$ cat config.mk
export PLATFORM = sky130hd
export DESIGN_NAME = mem_lsu_flat
export DESIGN_NICKNAME = d
export VERILOG_FILES = /design/src/rtl/mem_lsu_if.sv /design/src/rtl/mem_lsu.sv /design/src/flat_wrapper.sv
export SDC_FILE = /design/constraint.sdc
export NUM_CORES = 1
export LEC_CHECK = 0
export BUFFER_PORTS_ARGS = -buffer_cell sky130_fd_sc_hd__buf_2
export CORE_ASPECT_RATIO = 1.25
export CORE_MARGIN = 1
export CORE_UTILIZATION = 53
export DETAILED_ROUTE_END_ITERATION = 12
export HOLD_SLACK_MARGIN = 0.15
export PLACE_DENSITY_LB_ADDON = 0.25
export SYNTH_ARGS = -nofsm -noshare
export SYNTH_HDL_FRONTEND = slang
export SYNTH_SLANG_ARGS = --single-unit
$ cat constraint.sdc
create_clock -name clk -period 3.1 [get_ports clk]
set_input_delay 0.31 -clock clk [delete_from_list [all_inputs] [get_ports clk]]
set_output_delay 0.31 -clock clk [all_outputs]
set_load 0.02 [all_outputs]
$ cat src/rtl/mem_lsu_if.sv
// Memory-side bus of the load/store unit: request/ack handshake plus word-wide data.
interface mem_lsu_if;
    logic        req;
    logic        we;
    logic [31:0] addr;
    logic [3:0]  be;
    logic [31:0] wdata;
    logic        ack;
    logic [31:0] rdata;

    modport master (
        output req, we, addr, be, wdata,
        input  ack, rdata
    );

    modport slave (
        input  req, we, addr, be, wdata,
        output ack, rdata
    );
endinterface

$ cat src/rtl/mem_lsu.sv
// Load/store unit: aligns the address, builds byte enables and replicated store data,
// runs a req/ack handshake and returns sign/zero-extended load data with fault codes.
module mem_lsu #(
    parameter int unsigned TIMEOUT = 255
) (
    input  logic        clk,
    input  logic        rst,
    input  logic        start_i,
    input  logic        is_store_i,
    input  logic [2:0]  funct3_i,
    input  logic [31:0] addr_i,
    input  logic [31:0] wdata_i,
    output logic        busy_o,
    output logic        done_o,
    output logic [1:0]  fault_o,
    output logic [31:0] rdata_o,
    mem_lsu_if.master   mem
);

    typedef enum logic [1:0] {StIdle, StAccess, StResp} state_e;

    // Counter value seen in the last ACCESS cycle allowed before timing out.
    localparam logic [15:0] TimeoutLast = 16'(TIMEOUT - 1);

    state_e      state_q, state_d;
    logic [1:0]  fault_q, fault_d;
    logic [15:0] cnt_q, cnt_d;
    logic [31:0] rdata_q, rdata_d;
    logic [2:0]  funct3_q, funct3_d;
    logic [1:0]  off_q, off_d;
    logic [31:0] maddr_q, maddr_d;
    logic [3:0]  be_q, be_d;
    logic [31:0] mwdata_q, mwdata_d;
    logic        we_q, we_d;

    logic        illegal;
    logic        misaligned;
    logic [3:0]  be_calc;
    logic [31:0] wdata_rep;
    logic [7:0]  ld_byte;
    logic [15:0] ld_half;
    logic [31:0] ld_ext;

    // Decode the incoming request: legality, alignment, lane enables and store data.
    always_comb begin
        illegal    = is_store_i ? (funct3_i > 3'd2)
                                : (funct3_i == 3'd3 || funct3_i[2:1] == 2'b11);
        misaligned = (funct3_i[1:0] == 2'b01 && addr_i[0]) ||
                     (funct3_i[1:0] == 2'b10 && addr_i[1:0] != 2'b00);
        be_calc    = 4'b0000;
        wdata_rep  = wdata_i;
        case (funct3_i[1:0])
            2'b00: begin
                be_calc   = 4'b0001 << addr_i[1:0];
                wdata_rep = {4{wdata_i[7:0]}};
            end
            2'b01: begin
                be_calc   = addr_i[1] ? 4'b1100 : 4'b0011;
                wdata_rep = {2{wdata_i[15:0]}};
            end
            2'b10:   be_calc = 4'b1111;
            default: be_calc = 4'b0000;
        endcase
    end

    // Pick the addressed lane out of the returned word and extend it.
    always_comb begin
        case (off_q)
            2'd0:    ld_byte = mem.rdata[7:0];
            2'd1:    ld_byte = mem.rdata[15:8];
            2'd2:    ld_byte = mem.rdata[23:16];
            default: ld_byte = mem.rdata[31:24];
        endcase
        ld_half = off_q[1] ? mem.rdata[31:16] : mem.rdata[15:0];
        case (funct3_q)
            3'd0:    ld_ext = {{24{ld_byte[7]}}, ld_byte};
            3'd1:    ld_ext = {{16{ld_half[15]}}, ld_half};
            3'd4:    ld_ext = {24'd0, ld_byte};
            3'd5:    ld_ext = {16'd0, ld_half};
            default: ld_ext = mem.rdata;
        endcase
    end

    // Next-state logic for the IDLE/ACCESS/RESP sequence.
    always_comb begin
        state_d  = state_q;
        fault_d  = fault_q;
        cnt_d    = cnt_q;
        rdata_d  = rdata_q;
        funct3_d = funct3_q;
        off_d    = off_q;
        maddr_d  = maddr_q;
        be_d     = be_q;
        mwdata_d = mwdata_q;
        we_d     = we_q;
        unique case (state_q)
            StIdle: begin
                fault_d = 2'd0;
                if (start_i) begin
                    funct3_d = funct3_i;
                    off_d    = addr_i[1:0];
                    if (illegal) begin
                        state_d = StResp;
                        fault_d = 2'd2;
                    end else if (misaligned) begin
                        state_d = StResp;
                        fault_d = 2'd1;
                    end else begin
                        // Bus registers only move for accesses that will really go out.
                        state_d  = StAccess;
                        cnt_d    = 16'd0;
                        maddr_d  = {addr_i[31:2], 2'b00};
                        be_d     = be_calc;
                        mwdata_d = wdata_rep;
                        we_d     = is_store_i;
                    end
                end
            end
            StAccess: begin
                if (mem.ack) begin
                    if (!we_q) rdata_d = ld_ext;
                    state_d = StResp;
                    fault_d = 2'd0;
                end else if (cnt_q == TimeoutLast) begin
                    state_d = StResp;
                    fault_d = 2'd3;
                end else begin
                    cnt_d = cnt_q + 16'd1;
                end
            end
            StResp: begin
                state_d = StIdle;
                fault_d = 2'd0;
            end
            default: state_d = StIdle;
        endcase
    end

    // State and datapath registers with synchronous reset.
    always_ff @(posedge clk) begin
        if (rst) begin
            state_q  <= StIdle;
            fault_q  <= 2'd0;
            cnt_q    <= 16'd0;
            rdata_q  <= 32'd0;
            funct3_q <= 3'd0;
            off_q    <= 2'd0;
            maddr_q  <= 32'd0;
            be_q     <= 4'd0;
            mwdata_q <= 32'd0;
            we_q     <= 1'b0;
        end else begin
            state_q  <= state_d;
            fault_q  <= fault_d;
            cnt_q    <= cnt_d;
            rdata_q  <= rdata_d;
            funct3_q <= funct3_d;
            off_q    <= off_d;
            maddr_q  <= maddr_d;
            be_q     <= be_d;
            mwdata_q <= mwdata_d;
            we_q     <= we_d;
        end
    end

    // Outputs decode only from registers.
    assign busy_o    = (state_q != StIdle);
    assign done_o    = (state_q == StResp);
    assign fault_o   = fault_q;
    assign rdata_o   = rdata_q;
    assign mem.req   = (state_q == StAccess);
    assign mem.we    = we_q;
    assign mem.addr  = maddr_q;
    assign mem.be    = be_q;
    assign mem.wdata = mwdata_q;

endmodule
$ cat src/flat_wrapper.sv
// flat-port wrapper written by rule: the top's interface ports become plain ports
module mem_lsu_flat 
#(
    parameter int unsigned TIMEOUT = 255
)
  (clk, rst, start_i, is_store_i, funct3_i, addr_i, wdata_i, busy_o, done_o, fault_o, rdata_o, mem_req, mem_we, mem_addr, mem_be, mem_wdata, mem_ack, mem_rdata);
  mem_lsu_if mem_i ();
  input  logic clk;
  input  logic rst;
  input  logic start_i;
  input  logic is_store_i;
  input  logic [2:0] funct3_i;
  input  logic [31:0] addr_i;
  input  logic [31:0] wdata_i;
  output logic busy_o;
  output logic done_o;
  output logic [1:0] fault_o;
  output logic [31:0] rdata_o;
  output wire logic [$bits(mem_i.req)-1:0] mem_req;
  output wire logic [$bits(mem_i.we)-1:0] mem_we;
  output wire logic [$bits(mem_i.addr)-1:0] mem_addr;
  output wire logic [$bits(mem_i.be)-1:0] mem_be;
  output wire logic [$bits(mem_i.wdata)-1:0] mem_wdata;
  input wire logic [$bits(mem_i.ack)-1:0] mem_ack;
  input wire logic [$bits(mem_i.rdata)-1:0] mem_rdata;
  assign mem_req = mem_i.req;
  assign mem_we = mem_i.we;
  assign mem_addr = mem_i.addr;
  assign mem_be = mem_i.be;
  assign mem_wdata = mem_i.wdata;
  assign mem_i.ack = mem_ack;
  assign mem_i.rdata = mem_rdata;
  mem_lsu #(.TIMEOUT(TIMEOUT)) u_core (.clk(clk), .rst(rst), .start_i(start_i), .is_store_i(is_store_i), .funct3_i(funct3_i), .addr_i(addr_i), .wdata_i(wdata_i), .busy_o(busy_o), .done_o(done_o), .fault_o(fault_o), .rdata_o(rdata_o), .mem(mem_i));
endmodule
==> results by group <==
Timing
  • Tcrit/Tclk final: 73.91%
  • Slew @ Worst Pin: 739.9 ps
  • Worst Skew: 6.963 ps
  • RSZ-0062 raised after global routing: false
  • Final min period: 2291 ps
  • Max Slew Vio Count: 0
  • Fmax: 436.4 MHz
  • # setup viols final: 0
  • Fin Setup TNS: 0 ps
  • Final hold violations: 0
  • Slew headroom: 50.26%

Drt
  • Vias per cell: 5.638
  • DRC: 0
  • DR iter-0 viols: 319
  • DR WL/cell: 15.53 um
  • DR pass1 iterations: 4
  • Routed WL: 16.43 mm
  • Antenna viol nets, final: 0
  • Vias: 5965

Power and ir drop
  • Clock power share: 43.8%
  • P_int: 0.003041 W
  • Sw frac: 28.90%
  • Register share of total power: 40.2%
  • Power Density: 566.5 nW/um^2
  • Leakage power: 3.161 nW
  • Combinational share of power: 16.0%
  • Worst ir drop on vdd: 0.3705 mV
  • Psw: 0.001236 W

Placed design
  • RD Place Congestion: 0.7981
  • Number of port buffers: 207
  • Dpl hpwl: 10.83 mm

Global route
  • Vias in the first global route: 5739
  • First-pass GRT wire length: 26.59 mm
  • Antenna violations before repair: 1
  • Largest net degree at the start of global routing: 84
  • Gr usage total: 29.97%
  • Grt ovf: 0

Setup path
  • Setup crit start: u_core.state_q[1]
  • RR Startpoint: u_core.state_q[1]
  • Critical setup path kind: reg2reg
  • CP Capture Type: register
  • CP Launch Type: register
  • Crit Path Max Fanout: 27
  • Req. time, crit path: 3430 ps
  • Crit path DAT: 2620 ps

Logic synthesis
  • Cell Area, Synth: 5643 um^2
  • Top cells by count, synth: nand2_1, dfxtp_1, a21oi_1
  • Top-count cell post-synth: nand2_1
  • Async SR Flop Fraction: 0%
  • Dominant cells by area after synthesis: dfxtp_1, nand2_1, a21oi_1
  • Main synth FF type: dfxtp_1
  • Area leader, netlist: dfxtp_1
  • Yosys warns: 0
  • Xor-xnor portion of the synthesized cell area: 0%
  • Post-synthesis simple-gate area fraction: 22.93%
  • Top cell type's share of synthesized area: 43.99%
  • Mux cell area share after synthesis: 5.011%
  • Number of flops mapped to enable cells by yosys: 0
  • Post-synthesis sequential area ratio: 43.99%
  • Post-synth cell types: 47
  • Flops & latches, synth: 124
  • Post-Synth Adder-Cell Area: 1.109%
  • Syn Area/Cell: 7.948 um^2
  • Compound-cell area share of the yosys netlist: 21.62%
  • Post-Syn Instances: 710
  • Largest family of logic cells by synthesized area: simple AND/OR/NAND/NOR gates

Clocking
  • Num CTS Buffers: 17
  • Worst-path clk slew: 60 ps
  • Setup Fix Bufs, Post-CTS: 0
  • Root buffer cell: clkbuf_16
  • Clock sinks: 124
  • CTS tree: yes
  • Cts hold-fix bufs: 29
  • Worst skew pair latency: 410 ps
  • Htree depth: 4
  • Clock tree buffer depth: 2
  • Post-cts sizing count: 0

Die
  • Core area: 10210 um^2
  • Ports: 210
  • Starting Density: 55.28%
  • Standard-cell rows: 41
  • Die height: 117.4 um
  • Die X: 94.29 um
  • DIE AREA: 11070 um^2

Job
  • Max_cap viols: 0

Cells and area
  • Layout Nets: 1024
  • FILL cells: 761
  • Syn-to-layout area delta: 33.79%
  • Register area: 2482 um^2
  • Area taken by multi-input logic gates: 2887 um^2
  • Fin util: 73.96%
  • Share of cells above drive strength 1: 28.66%

Outcome
  • Status: finished clean

Hold path
  • Hold_sp: addr_i[26]
  • Hold WC Path Type: in2reg
sequential cells by signal, indices dropped and copies added (netlist names):
signal and count:
u_core.cnt_q 16, u_core.mem.wdata 32, u_core.off_q 2, u_core.fault_o 2, u_core.rdata_o 32, u_core.mem.we 1
u_core.funct3_q 3, u_core.state_q 2, u_core.mem.be 4, u_core.mem.addr 30
routing by layer:
| layer | wire (um) | share of wire, % | vias up | global-route usage, % |
|---|---|---|---|---|
| met1 | 6169 | 38 | 2745 | 33.66 |
| met3 | 1338 | 8.1 | 47 | 8.366 |
| met2 | 8363 | 51 | 269 | 51.68 |
| met5 | 0 | 0 | - | 0 |
| met4 | 555 | 3.4 | 0 | 13.17 |
| li1 | - | - | 2904 | - |
power by group through the flow:
stage          Sequential [W]  Combinational (W)  Clock (W)
6_report              0.00172           0.000686    0.00187
5_1_grt               0.00173           0.000748    0.00197
4_1_cts               0.00172           0.000678    0.00189
3_5_place_dp          0.00175           0.000645          0
3_3_place_gp          0.00175           0.000627          0
2_1_floorplan         0.00182           0.000358          0
kinds of logic after synthesis:
kind of cell,Yosys count
flops,124
simple gates,283
mux,26
fa+ha+maj,5
compound gates,201
buf+inv,70
other cells,1
through the flow:
stage | total power, W | cells | instance area (um^2) | setup WS (ps) | hold slack [ps]
after CTS | 0.004285 | 1057 | 7547 | 818.3 | 152.9
after detailed placement | 0.002396 | 996 | 6694 | 834.4 | 443.9
final | 0.004277 | 1058 | 7550 | 808.7 | 170.2
after global routing | 0.004443 | 1058 | 7550 | 573.2 | 161.7
after floorplan | 0.002176 | 711 | 5647 | 1027 | 446.0
after global placement | 0.002374 | 996 | 6694 | 938.0 | 439.5
worst paths after layout:
kind / to / slack (ps) / cells past startpoint
min: u_core.mem.addr[26] / 170 / 3
max reg2reg: u_core.mem.addr[18] / 810 / 7
min reg2reg: u_core.mem.addr[9] / 450 / 2
max: u_core.mem.addr[18] / 810 / 7
cell type report:
cell class,count,share of cell area [%]
timing repair buffer,247,18.86
sequential,124,32.88
clock buffer,17,5.635
antenna,1,0.03315
inverter,8,0.3977
multi-input combinational,517,38.23
clock inverter,15,1.823
tap,129,2.138
critical path, cell delays in order (launching register included):
cell	delay, ps
dfxtp_1	360
inv_1	70
ha_1	330
nand2_1	290
a21o_2	480
buf_4	380
nand2_1	110
a21oi_1	170
placed cells by master, fill, tap and decap left out, drive strengths merged, types with 12 or more instances in the layout:
cell type and n:
inv 14, nand3 20, nand2 152, nand3b 12
mux2i 17, o31ai 13, dlygate4sd3 29, or4 14
o21ai 30, clkbuf 17, a211oi 40, buf 218
nor2 50, a21oi 93, dfxtp 124
No activity file was read; power rests on OpenSTA's default activity.
